--- src/rtl/rv32i_pkg.sv ---
`default_nettype none
// ============================================================================
// Module : rv32i_pkg
// Brief  : RV32I opcodes, legal-opcode check and sequencer state encodings.
// Rev    : 1.0
// ============================================================================
package rv32i_pkg;

    localparam logic [6:0] OPC_LOAD     = 7'b0000011;
    localparam logic [6:0] OPC_STORE    = 7'b0100011;
    localparam logic [6:0] OPC_SYSTEM   = 7'b1110011;
    localparam logic [6:0] OPC_OP       = 7'b0110011;
    localparam logic [6:0] OPC_OP_IMM   = 7'b0010011;
    localparam logic [6:0] OPC_BRANCH   = 7'b1100011;
    localparam logic [6:0] OPC_JAL      = 7'b1101111;
    localparam logic [6:0] OPC_JALR     = 7'b1100111;
    localparam logic [6:0] OPC_LUI      = 7'b0110111;
    localparam logic [6:0] OPC_AUIPC    = 7'b0010111;
    localparam logic [6:0] OPC_MISC_MEM = 7'b0001111;

    typedef enum logic [2:0] {
        S_IDLE   = 3'd0,
        S_FETCH  = 3'd1,
        S_DECODE = 3'd2,
        S_EXEC   = 3'd3,
        S_MEM    = 3'd4,
        S_WB     = 3'd5,
        S_DBG    = 3'd6,
        S_HALT   = 3'd7
    } seq_state_t;

    // FENCE (MISC-MEM) is base RV32I and executes as a no-op here.
    function automatic logic is_legal_opcode(input logic [6:0] opc);
        case (opc)
            OPC_LOAD, OPC_STORE, OPC_SYSTEM, OPC_OP, OPC_OP_IMM, OPC_BRANCH,
            OPC_JAL, OPC_JALR, OPC_LUI, OPC_AUIPC, OPC_MISC_MEM:
                is_legal_opcode = 1'b1;
            default:
                is_legal_opcode = 1'b0;
        endcase
    endfunction

endpackage
`default_nettype wire

--- src/rtl/rv32i_mc_sequencer_if.sv ---
`default_nettype none
// ============================================================================
// Module : rv32i_mc_sequencer_if
// Brief  : Control/status bundle between the sequencer and the datapath.
// Rev    : 1.0
// ============================================================================
interface rv32i_mc_sequencer_if #(
    parameter int XLEN  = 32,
    parameter int CNT_W = 32
);
    logic             run;
    logic [XLEN-1:0]  inst_rdata;
    logic             regwen_dec;
    logic             dbg_req;
    logic [XLEN-1:0]  ir;
    logic             pc_we;
    logic             rf_we;
    logic             imem_csb;
    logic             dmem_csb;
    logic             dmem_web;
    logic             dbg_gnt;
    logic             halted;
    logic             trap_illegal;
    logic [CNT_W-1:0] cycle_cnt;
    logic [CNT_W-1:0] instret_cnt;

    modport master (
        input  run, inst_rdata, regwen_dec, dbg_req,
        output ir, pc_we, rf_we, imem_csb, dmem_csb, dmem_web, dbg_gnt,
               halted, trap_illegal, cycle_cnt, instret_cnt
    );

    modport slave (
        output run, inst_rdata, regwen_dec, dbg_req,
        input  ir, pc_we, rf_we, imem_csb, dmem_csb, dmem_web, dbg_gnt,
               halted, trap_illegal, cycle_cnt, instret_cnt
    );
endinterface
`default_nettype wire

--- src/rtl/rv32i_perf_counter.sv ---
`default_nettype none
// ============================================================================
// Module : rv32i_perf_counter
// Brief  : Free-running wrap-around event counter with sync reset and enable.
// Rev    : 1.0
// ============================================================================
module rv32i_perf_counter #(
    parameter int CNT_W = 32
) (
    input  logic             clk,
    input  logic             reset,
    input  logic             en,
    output logic [CNT_W-1:0] count
);
    logic [CNT_W-1:0] r_count;

    always_ff @(posedge clk) begin
        if (reset) begin
            r_count <= '0;
        end else if (en) begin
            r_count <= r_count + CNT_W'(1);
        end
    end

    assign count = r_count;
endmodule
`default_nettype wire

--- src/rtl/rv32i_mc_sequencer.sv ---
`default_nettype none
// ============================================================================
// Module : rv32i_mc_sequencer
// Brief  : Multi-cycle RV32I phase sequencer with IR, debug grant and counters.
// Rev    : 1.0
// ============================================================================
module rv32i_mc_sequencer
    import rv32i_pkg::*;
#(
    parameter int CNT_W = 32,
    parameter int XLEN  = 32
) (
    input  logic                 clk,
    input  logic                 reset,
    rv32i_mc_sequencer_if.master bus
);
    seq_state_t       r_state;
    seq_state_t       w_next;
    logic [XLEN-1:0]  r_ir;
    logic [6:0]       w_opcode;
    logic             w_illegal;
    logic             w_halt_op;
    logic             w_mem_op;

    logic             w_imem_csb, w_dmem_csb, w_dmem_web;
    logic             w_pc_we, w_rf_we, w_dbg_gnt, w_halted;
    logic             r_imem_csb, r_dmem_csb, r_dmem_web;
    logic             r_pc_we, r_rf_we, r_dbg_gnt, r_halted, r_trap;

    logic             w_cycle_en;
    logic             w_instret_en;
    logic [CNT_W-1:0] w_cycle_cnt;
    logic [CNT_W-1:0] w_instret_cnt;

    assign w_opcode  = r_ir[6:0];
    assign w_illegal = !is_legal_opcode(w_opcode);
    assign w_halt_op = (w_opcode == OPC_SYSTEM) || w_illegal;
    assign w_mem_op  = (w_opcode == OPC_LOAD) || (w_opcode == OPC_STORE);

    always_ff @(posedge clk) begin
        if (reset) begin
            r_state <= S_IDLE;
        end else begin
            r_state <= w_next;
        end
    end

    // Strobes are decoded from the next state so they come out of flops
    // aligned with the phase they belong to.
    always_comb begin
        w_next = r_state;
        case (r_state)
            S_IDLE:   if (bus.dbg_req)   w_next = S_DBG;
                      else if (bus.run)  w_next = S_FETCH;
            S_FETCH:  w_next = S_DECODE;
            S_DECODE: w_next = S_EXEC;
            S_EXEC:   if (w_halt_op)     w_next = S_HALT;
                      else if (w_mem_op) w_next = S_MEM;
                      else               w_next = S_WB;
            S_MEM:    w_next = S_WB;
            S_WB:     if (bus.dbg_req)   w_next = S_DBG;
                      else if (bus.run)  w_next = S_FETCH;
                      else               w_next = S_IDLE;
            S_DBG:    if (!bus.dbg_req)  w_next = bus.run ? S_FETCH : S_IDLE;
            S_HALT:   w_next = S_HALT;
            default:  w_next = S_IDLE;
        endcase

        w_imem_csb = (w_next != S_FETCH);
        w_dmem_csb = (w_next != S_MEM);
        w_dmem_web = !((w_next == S_MEM) && (w_opcode == OPC_STORE));
        w_pc_we    = (w_next == S_WB);
        w_rf_we    = (w_next == S_WB) && bus.regwen_dec;
        w_dbg_gnt  = (w_next == S_DBG);
        w_halted   = (w_next == S_HALT);
    end

    always_ff @(posedge clk) begin
        if (reset) begin
            r_ir       <= '0;
            r_imem_csb <= 1'b1;
            r_dmem_csb <= 1'b1;
            r_dmem_web <= 1'b1;
            r_pc_we    <= 1'b0;
            r_rf_we    <= 1'b0;
            r_dbg_gnt  <= 1'b0;
            r_halted   <= 1'b0;
            r_trap     <= 1'b0;
        end else begin
            if (r_state == S_DECODE) begin
                r_ir <= bus.inst_rdata;
            end
            if ((r_state == S_EXEC) && w_illegal) begin
                r_trap <= 1'b1;
            end
            r_imem_csb <= w_imem_csb;
            r_dmem_csb <= w_dmem_csb;
            r_dmem_web <= w_dmem_web;
            r_pc_we    <= w_pc_we;
            r_rf_we    <= w_rf_we;
            r_dbg_gnt  <= w_dbg_gnt;
            r_halted   <= w_halted;
        end
    end

    assign w_cycle_en   = (r_state != S_IDLE) && (r_state != S_HALT);
    assign w_instret_en = (r_state == S_WB);

    rv32i_perf_counter #(.CNT_W(CNT_W)) u_cycle_cnt (
        .clk   (clk),
        .reset (reset),
        .en    (w_cycle_en),
        .count (w_cycle_cnt)
    );

    rv32i_perf_counter #(.CNT_W(CNT_W)) u_instret_cnt (
        .clk   (clk),
        .reset (reset),
        .en    (w_instret_en),
        .count (w_instret_cnt)
    );

    // A strobe already presented in the cycle reset arrives would still
    // commit at that edge; masking it aborts the write in flight.
    assign bus.pc_we        = r_pc_we & ~reset;
    assign bus.rf_we        = r_rf_we & ~reset;
    assign bus.imem_csb     = r_imem_csb | reset;
    assign bus.dmem_csb     = r_dmem_csb | reset;
    assign bus.dmem_web     = r_dmem_web | reset;
    assign bus.dbg_gnt      = r_dbg_gnt;
    assign bus.halted       = r_halted;
    assign bus.trap_illegal = r_trap;
    assign bus.ir           = r_ir;
    assign bus.cycle_cnt    = w_cycle_cnt;
    assign bus.instret_cnt  = w_instret_cnt;
endmodule
`default_nettype wire

--- src/flat_wrapper.sv ---
// flat-port wrapper written by rule: the top's interface ports become plain ports
module rv32i_mc_sequencer_flat import rv32i_pkg::*;
#(
    parameter int CNT_W = 32,
    parameter int XLEN  = 32
)
  (clk, reset, bus_run, bus_inst_rdata, bus_regwen_dec, bus_dbg_req, bus_ir, bus_pc_we, bus_rf_we, bus_imem_csb, bus_dmem_csb, bus_dmem_web, bus_dbg_gnt, bus_halted, bus_trap_illegal, bus_cycle_cnt, bus_instret_cnt);
  rv32i_mc_sequencer_if #(.XLEN(XLEN), .CNT_W(CNT_W)) bus_i ();
  input  logic clk;
  input  logic reset;
  input wire logic [$bits(bus_i.run)-1:0] bus_run;
  input wire logic [$bits(bus_i.inst_rdata)-1:0] bus_inst_rdata;
  input wire logic [$bits(bus_i.regwen_dec)-1:0] bus_regwen_dec;
  input wire logic [$bits(bus_i.dbg_req)-1:0] bus_dbg_req;
  output wire logic [$bits(bus_i.ir)-1:0] bus_ir;
  output wire logic [$bits(bus_i.pc_we)-1:0] bus_pc_we;
  output wire logic [$bits(bus_i.rf_we)-1:0] bus_rf_we;
  output wire logic [$bits(bus_i.imem_csb)-1:0] bus_imem_csb;
  output wire logic [$bits(bus_i.dmem_csb)-1:0] bus_dmem_csb;
  output wire logic [$bits(bus_i.dmem_web)-1:0] bus_dmem_web;
  output wire logic [$bits(bus_i.dbg_gnt)-1:0] bus_dbg_gnt;
  output wire logic [$bits(bus_i.halted)-1:0] bus_halted;
  output wire logic [$bits(bus_i.trap_illegal)-1:0] bus_trap_illegal;
  output wire logic [$bits(bus_i.cycle_cnt)-1:0] bus_cycle_cnt;
  output wire logic [$bits(bus_i.instret_cnt)-1:0] bus_instret_cnt;
  assign bus_i.run = bus_run;
  assign bus_i.inst_rdata = bus_inst_rdata;
  assign bus_i.regwen_dec = bus_regwen_dec;
  assign bus_i.dbg_req = bus_dbg_req;
  assign bus_ir = bus_i.ir;
  assign bus_pc_we = bus_i.pc_we;
  assign bus_rf_we = bus_i.rf_we;
  assign bus_imem_csb = bus_i.imem_csb;
  assign bus_dmem_csb = bus_i.dmem_csb;
  assign bus_dmem_web = bus_i.dmem_web;
  assign bus_dbg_gnt = bus_i.dbg_gnt;
  assign bus_halted = bus_i.halted;
  assign bus_trap_illegal = bus_i.trap_illegal;
  assign bus_cycle_cnt = bus_i.cycle_cnt;
  assign bus_instret_cnt = bus_i.instret_cnt;
  rv32i_mc_sequencer #(.CNT_W(CNT_W), .XLEN(XLEN)) u_core (.clk(clk), .reset(reset), .bus(bus_i));
endmodule
--- config.mk ---
export PLATFORM = sky130hd
export DESIGN_NAME = rv32i_mc_sequencer_flat
export DESIGN_NICKNAME = d
export VERILOG_FILES = /design/src/rtl/rv32i_pkg.sv /design/src/rtl/rv32i_mc_sequencer_if.sv /design/src/rtl/rv32i_perf_counter.sv /design/src/rtl/rv32i_mc_sequencer.sv /design/src/flat_wrapper.sv
export SDC_FILE = /design/constraint.sdc
export NUM_CORES = 1
export LEC_CHECK = 0
export CAP_MARGIN = 20
export CORE_MARGIN = 4
export CORE_UTILIZATION = 45
export DETAILED_ROUTE_END_ITERATION = 10
export GPL_TIMING_DRIVEN = 0
export PLACE_DENSITY = 0.87
export SLEW_MARGIN = 20
export SYNTH_ARGS = -nofsm -noshare
export SYNTH_HDL_FRONTEND = slang
export SYNTH_SLANG_ARGS = --single-unit
--- constraint.sdc ---
create_clock -name clk -period 2.2 [get_ports clk]
set_clock_uncertainty 0.15 [all_clocks]
set_input_delay 0.66 -clock clk [delete_from_list [all_inputs] [get_ports clk]]
set_output_delay 0.66 -clock clk [all_outputs]
set_load 0.05 [all_outputs]
* Yosys cells after proc, flatten, opt, wreduce, memory -nomap -nowiden *
Cells that the tools add are included.

operators by class
  add/subtract/negate cells = 2
  equal/unequal tests = 25
  muxes and demuxes = 9
  bitwise gates (word level) = 6
  reduce and logical (&&, ||, !) cells = 11

operator list
  kind                     count
  $add A32 B1 Y32 const B  2
  $eq A7 B7 Y1 const B     4
  $eq A3 B3 Y1 const B     8
  $pmux W3 S8              1
  $eq A7 B6 Y1 const B     3
  $mux W3                  5
  $eq A7 B5 Y1 const B     2
  $reduce_or A11 Y1        1
  $eq A7 B2 Y1 const B     1
  $eq A7 B4 Y1 const B     1
  $eq A3 B2 Y1 const B     2
  $ne A3 B3 Y1 const B     2
  $logic_and A1 B1 Y1      4
  $eq A3 B1 Y1 const B     1
  $logic_not A3 Y1         1
  $mux W1                  3
  $ne A3 B1 Y1 const B     1
  $or A1 B1 Y1             3
  $reduce_bool A3 Y1       1
  $and A1 B1 Y1            2
  $logic_not A1 Y1         2
  $logic_or A1 B1 Y1       2
  $not A1 Y1               1

word-level totals
  bits in registers = 107
  input bits = 37
  output and inout port bits = 104
  word-level logic and storage cells = 65

* Longest topological paths before layout *
Gate-level depths: netlist of run 1.

  word-level depth = 10
  gate-level depth with buffers = 8
  gate-level depth less buffers = 6

* Hierarchy *
From an unflattened synthesis of run 1, not the netlist that was laid out.

unflattened totals
  cell total of the unflattened synthesis = 571
  area total of the unflattened synthesis = 4,813.4 sq um

by module, submodules not included
  module              times used  cells an instance  area an instance (sq um)  seq. area each (sq um)
  rv32i_perf_counter  2           181                1,564.0                   640.6
  rv32i_mc_sequencer  1           209                1,685.4                   860.8

* Worst setup path after synthesis of run 1 *
OpenSTA, ideal clock, no wires.

  path kind = input -> output
  start = input port reset
  end = output port bus_pc_we
  arrival time = 1.715 ns
  data required time = 1.390 ns
  path slack = -0.325 ns
  stages on the path = 3
  buffers on the path = 2
  cell sequence = clkbuf_1 clkbuf_1 nor2b_1

between the ends
  word-level cells in the longest chain between the ends = 2

RTL lines
  what             line                       text
  start, declared  flat_wrapper.sv:10         input logic reset;
  $not A1 Y1       rv32i_mc_sequencer.sv:125  assign bus.pc_we = r_pc_we & ~reset;
  $and A1 B1 Y1    rv32i_mc_sequencer.sv:125
  end, declared    flat_wrapper.sv:16         output wire logic [$bits(bus_i.pc_we)-1:0] bus_pc_we;

No other way between the ends.

* Worst setup path after layout of run 1 *
  start = register u_core.u_instret_cnt.r_count[3] (netlist: u_core.u_instret_cnt.count[3])
  end = output port bus_instret_cnt[3]

RTL lines
  what                    line                      text
  start, declared         rv32i_perf_counter.sv:15  logic [CNT_W-1:0] r_count;
  start signal, assigned  rv32i_perf_counter.sv:21  r_count <= r_count + CNT_W'(1);
  end, declared           flat_wrapper.sv:25        output wire logic [$bits(bus_i.instret_cnt)-1:0] bus_instret_cnt;

No word-level cell between the ends.

==> flow_summary.json, run 1 <==
{
  "start_kind": "flop",
  "drtIter0Drc": 221,
  "pwr-share-clk": 0.284,
  "internal_power_mw": 2.78,
  "vias_per_cell": 5.18,
  "fin_hold_ws_ns": 0.312,
  "syn_to_final_growth_pct": 38.5,
  "grt_pass1_vias": 4353,
  "die_y_um": 109,
  "seq_power_share": 0.515,
  "path_class": "flop to primary output",
  "setup_ws_ns": 0.0384,
  "crit_slowest_cell": "clkdlybuf4s15_1",
  "power.total_mw": 4.06,
  "crit_path_cell_trace": "clkdlybuf4s15_1",
  "grt_start_max_net_pins": 18,
  "setup_violations": 0,
  "hpwl_um": 9530,
  "ctsLongestPathBuffers": 2,
  "final.min_clock_period_ns": 2.16,
  "fin_setup_tns_ns": 0,
  "cts.clk_slew.worst_paths_ns": 0.11,
  "finish.instance_area_mm2": 0.00638,
  "cts_buffers": 9,
  "hp-class": "flop to flop",
  "cpLargestDelayFamily": "buffers and inverters",
  "slew_viol_final": 0,
  "path_max_fanout": 5,
  "drive_gt1_frac": 0.138,
  "gp_congestion": 0.879,
  "vias": 4405,
  "worstReg2RegEnd": "u_core.u_cycle_cnt.count[19]",
  "worstSkewPairLatency_ns": 0.36,
  "rows": 36,
  "yosys_warnings": 0,
  "crit_arrival_ns": 1.35,
  "syn-mean-instance-area_um2": 8.32,
  "final_core_util": 0.647,
  "wl_per_cell_um": 14.9,
  "hold_depth": 2,
  "dp.cells": 826,
  "drc": 0,
  "cp_slowest_stage_delay_ns": 0.53,
  "diodes": 0,
  "timing.final.crit_share": 0.983,
  "synth_nets": 593,
  "synthesis.instances": 554,
  "worst-slew-pin-transition_ns": 0.653,
  "register_area_mm2": 0.00217,
  "dp_worst_setup_slack_ns": -1.14,
  "p_per_area_mw_per_mm2": 636,
  "async_flop_share": 0,
  "ys.flop_type": "dfxtp_1",
  "synth_edf_count": 0,
  "worstPathRequired_ns": 1.39,
  "fill_cells": 852,
  "finalNonFillerCells": 850,
  "endpoint_kind": "primary output",
  "rrSetupSlack_ns": 0.05,
  "peakVddDrop_v": 0.000523,
  "die_w_um": 109,
  "max_cap_viol_count": 0,
  "path_buf_inv": 1,
  "nNetsFinal": 751,
  "hold_violations": 0,
  "hold-path-endpoint": "u_core.bus.ir[9]",
  "synth-seq-cells": 107,
  "htreeDepth": 3,
  "p_leak_nw": 2.53,
  "root_buffer": "clkbuf_8",
  "status": "finished, final reports clean",
  "routed_wl_um": 12700,
  "hp-start": "u_core.bus.ir[9]",
  "io_buffers": 139,
  "max_freq_mhz": 463,
  "swShare": 0.316,
  "core_mm2": 0.00986,
  "rr_startpoint": "u_core.u_cycle_cnt.count[6]",
  "antenna_found_initial": 0,
  "grt_usage": 0.213,
  "multi_input_area_mm2": 0.00234,
  "drtPass1Iterations": 5,
  "grt_pass1_wl_um": 20400,
  "comb_power_share": 0.201,
  "postCtsHoldBufs": 0,
  "grt_overflow": 0,
  "cts_tree": "built",
  "syn_area_mm2": 0.00461,
  "p_switching_mw": 1.28,
  "yosysSeqAreaShare": 0.465,
  "rsz0062_at_grt": "yes",
  "clock_sinks": 107,
  "place_area_mm2": 0.00620,
  "die_area_mm2": 0.0119,
  "slew_headroom": 0.565,
  "rr_worst_depth": 7,
  "synth.distinct_cells": 46,
  "start_util": 0.467,
  "ant_nets": 0,
  "io_pins": 141
}
==> repair_timing <==
action,4_1_cts,5_1_grt
pin swaps,1,2
endpoints found under the setup margin,113,49
resized for setup,155,39
setup buffers,6,5
==> cell families (layout without fill, tap and decap cells) <==
logic type | after synthesis | count (layout) | synth area share
AO/OA/AOI/OAI | 50 | 50 | 0.0595
adder cells (fa/ha/maj) | 3 | 3 | 0.00760
AND/OR/NAND/NOR | 291 | 291 | 0.315
flip-flops | 107 | 107 | 0.465
XOR/XNOR | 58 | 58 | 0.110
multiplexers | 1 | 1 | 0.00244
buffers and inverters | 44 | 207 | 0.0405
==> worst max path at each step <==
| stage | start | endpoint | cells after the start | slack (ns) |
|---|---|---|---|---|
| final | u_core.u_instret_cnt.count[3] | bus_instret_cnt[3] | 1 | 0.04 |
| after floorplan | reset | bus_pc_we | 3 | -0.09 |
| after global placement | reset | bus_imem_csb | 4 | -1.17 |
| after detailed placement | reset | bus_imem_csb | 4 | -1.14 |
| after CTS | reset | bus_dmem_csb | 5 | -0.03 |
| after global routing | u_core.u_cycle_cnt.count[14] | u_core.u_cycle_cnt.count[24] | 6 | -0.05 |
==> cell usage in the layout, fill, tap and decap left out, types with 3 or more instances in the layout <==
| master | n |
|---|---|
| and2_1 | 3 |
| nand2_1 | 96 |
| nand3_1 | 20 |
| nand2b_1 | 4 |
| dfxtp_2 | 19 |
| dlygate4sd2_1 | 75 |
| buf_4 | 14 |
| inv_1 | 12 |
| clkbuf_2 | 14 |
| nor3_2 | 3 |
| buf_2 | 5 |
| or3_1 | 5 |
| nand4_1 | 15 |
| xor2_1 | 14 |
| dfxtp_1 | 88 |
| clkbuf_1 | 16 |
| xnor2_1 | 44 |
| clkdlybuf4s50_1 | 34 |
| nor4_2 | 7 |
| nor3_1 | 11 |
| clkdlybuf4s15_1 | 11 |
| nor2_1 | 75 |
| and3_1 | 4 |
| nor2b_1 | 5 |
| and4_1 | 7 |
| clkbuf_8 | 11 |
| buf_1 | 3 |
| o21ai_0 | 4 |
| a21oi_1 | 38 |
| or2_4 | 4 |
| nor4_1 | 18 |
==> synth_stat cells (5+ instances only) <==
master,count,area (µm²)
nand4_1,15,93.8
nor2b_1,7,43.8
dfxtp_1,107,2140
xor2_1,14,123
nand2_1,96,360
or3_1,5,31.3
buf_2,5,25.0
and4_1,7,61.3
clkbuf_1,21,78.8
a21oi_1,38,190
nor2_1,75,282
xnor2_1,44,385
nor3_1,12,60.1
nand3_1,20,100
inv_1,12,45.0
nor4_1,21,131
==> power by group through the flow <==
stage	registers, mW	logic [mW]	clock network, mW
6_report	2.09	0.816	1.15
5_1_grt	2.10	0.878	1.25
4_1_cts	2.09	0.816	1.19
3_5_place_dp	2.14	0.836	0
3_3_place_gp	2.13	0.818	0
2_1_floorplan	2.37	0.292	0
==> registers in the layout (all words and copies together) (netlist names) <==
name,cells
u_core.bus.ir,32
u_core.u_cycle_cnt.count,32
u_core.u_instret_cnt.count,32
u_core.r_state,3
u_core.bus.dbg_gnt,1
u_core.bus.halted,1
u_core.bus.trap_illegal,1
u_core.r_dmem_csb,1
u_core.r_dmem_web,1
u_core.r_imem_csb,1
u_core.r_pc_we,1
u_core.r_rf_we,1
==> final cells by class <==
| cell class | instances | share of cell area |
|---|---|---|
| multi-input cells | 403 | 0.366 |
| inverters | 12 | 0.00706 |
| flip-flops and latches | 107 | 0.339 |
| clock buffers | 12 | 0.0243 |
| clock inverters | 4 | 0.00529 |
| repair buffers | 149 | 0.204 |
| plain buffers | 30 | 0.0275 |
| well taps | 133 | 0.0261 |
==> metal layers <==
| metal | global-route usage | share of wire | up-vias |
|---|---|---|---|
| met3 | 0.0693 | 0.085 | 13 |
| met5 | 0 | 0 | - |
| met1 | 0.235 | 0.40 | 2050 |
| met2 | 0.386 | 0.50 | 164 |
| met4 | 0.0659 | 0.012 | 0 |
| li1 | - | - | 2178 |
Note: power is estimated with default switching activity, not from simulation.
==> run 2: changes to the inputs <==
CORE_MARGIN = 5   (was 4)
==> run 2 against run 1 <==
Against the previous run:
- highest routed layer unchanged
- sequential cell count stayed put
- combinational power shrank 0.9%
- cell count fell by 0.24%
- worst setup slack worse by 0.0053 ns
- hold slack worse by 0.0038 ns
- via count is 0.16% lower
- critical path depth grew 3
- cell area rose by 0.59%
==> flow_summary.json, run 2 (synthesized netlist as in run 1, its figures left out) <==
{
  "hold-path-endpoint": "u_core.bus.ir[11]",
  "antenna_found_initial": 0,
  "grt_overflow": 0,
  "grt_usage": 0.193,
  "die_area_mm2": 0.0124,
  "start_util": 0.454,
  "cts_buffers": 9,
  "worstPathRequired_ns": 1.39,
  "rr_startpoint": "u_core.u_cycle_cnt.count[14]",
  "slew_headroom": 0.546,
  "root_buffer": "clkbuf_8",
  "drive_gt1_frac": 0.147,
  "p_leak_nw": 2.53,
  "worstReg2RegEnd": "u_core.u_cycle_cnt.count[24]",
  "hold_depth": 2,
  "max_freq_mhz": 461,
  "p_per_area_mw_per_mm2": 627,
  "routed_wl_um": 12400,
  "start_kind": "primary input",
  "endpoint_kind": "primary output",
  "io_pins": 141,
  "rsz0062_at_grt": "yes",
  "fin_setup_tns_ns": 0,
  "cts.clk_slew.worst_paths_ns": 0.09,
  "grt_pass1_vias": 4330,
  "hp-class": "flop to flop",
  "setup_ws_ns": 0.0331,
  "worst-slew-pin-transition_ns": 0.681,
  "max_cap_viol_count": 0,
  "hold_violations": 0,
  "final.min_clock_period_ns": 2.17,
  "drc": 0,
  "dp_worst_setup_slack_ns": -1.19,
  "die_w_um": 111,
  "final_core_util": 0.633,
  "path_class": "primary input to primary output",
  "htreeDepth": 3,
  "vias_per_cell": 5.19,
  "io_buffers": 139,
  "die_y_um": 111,
  "ant_nets": 0,
  "clock_sinks": 107,
  "path_max_fanout": 10,
  "timing.final.crit_share": 0.985,
  "syn_to_final_growth_pct": 39.3,
  "final_common_cell": "nand2_1",
  "drtPass1Iterations": 5,
  "nNetsFinal": 746,
  "ctsLongestPathBuffers": 2,
  "gp_congestion": 0.886,
  "vias": 4398,
  "hpwl_um": 9460,
  "rows": 37,
  "rrSetupSlack_ns": 0.10,
  "crit_arrival_ns": 1.36,
  "setup_violations": 0,
  "grt_start_max_net_pins": 17,
  "power.total_mw": 4.03,
  "hp-start": "u_core.bus.ir[11]",
  "wl_per_cell_um": 14.6,
  "cts_tree": "built",
  "worstSkewPairLatency_ns": 0.36,
  "drtIter0Drc": 208,
  "diodes": 0,
  "grt_pass1_wl_um": 19900,
  "final_cell_mix": "96 x nand2_1, 88 x dfxtp_1, 75 x nor2_1, 73 x dlygate4sd2_1, 44 x xnor2_1",
  "core_mm2": 0.0101,
  "rr_worst_depth": 6,
  "slew_viol_final": 0,
  "peakVddDrop_v": 0.000395,
  "status": "finished, final reports clean"
}
[run 2: per-stage QoR]
| stage | instance area [µm²] | cells | hold WS, ns |
|---|---|---|---|
| floorplan | 4640 | 554 | 0.429 |
| detailed placement | 6200 | 829 | 0.300 |
| CTS | 6320 | 846 | 0.309 |
| finish | 6420 | 848 | 0.308 |
| global placement | 6200 | 829 | 0.291 |
| global route | 6420 | 848 | 0.334 |
[run 2: worst max path at each step]
stage                                startpoint                              to  slack [ns]  depth (start not counted)
floorplan                                 reset                       bus_pc_we       -0.09                          3
global placement                          reset                    bus_dmem_csb       -1.18                          4
detailed placement                        reset                    bus_dmem_csb       -1.19                          4
CTS                           u_core.r_state[2]  u_core.u_instret_cnt.count[22]      0.0004                          7
global route        u_core.u_cycle_cnt.count[3]    u_core.u_cycle_cnt.count[15]      -0.006                          7
finish                                    reset                       bus_pc_we        0.03                          4
[run 2: critical path, cell delays in order]
cell and delay [ns]:
clkbuf_8 0.14, clkbuf_4 0.22, nor2b_2 0.13, buf_4 0.20
[run 2: layout make-up]
| class | count | area (µm²) |
|---|---|---|
| Tap cell | 136 | 170 |
| Sequential cell | 107 | 2170 |
| Clock buffer | 12 | 155 |
| Inverter | 12 | 45.0 |
| Fill cell | 874 | 3720 |
| Timing Repair Buffer | 144 | 1280 |
| Clock inverter | 4 | 25.0 |
| Multi-Input combinational cell | 403 | 2420 |
| Buffer | 30 | 163 |
[run 2: power by group]
part	leakage, nW	internal (mW)	switching, mW
sequential	0.876	2.03	0.0621
combinational	1.56	0.265	0.544
clock	0.0884	0.471	0.658
total	2.53	2.76	1.26
[run 2: what timing repair did]
action / in CTS / in global routing
endpoints found under the hold margin: 0 / 0
hold buffers: 0 / 0
pin swaps: 0 / 2
endpoints found under the setup margin: 117 / 50
setup buffers: 1 / 4
gates resized for setup: 153 / 53
[run 2: routing by layer]
layer	global-route usage	vias up	routed length, µm
met1	0.207	2073	4930
met3	0.0775	15	1180
met2	0.350	145	6140
met5	0	-	0
li1	-	2165	-
met4	0.0527	0	148
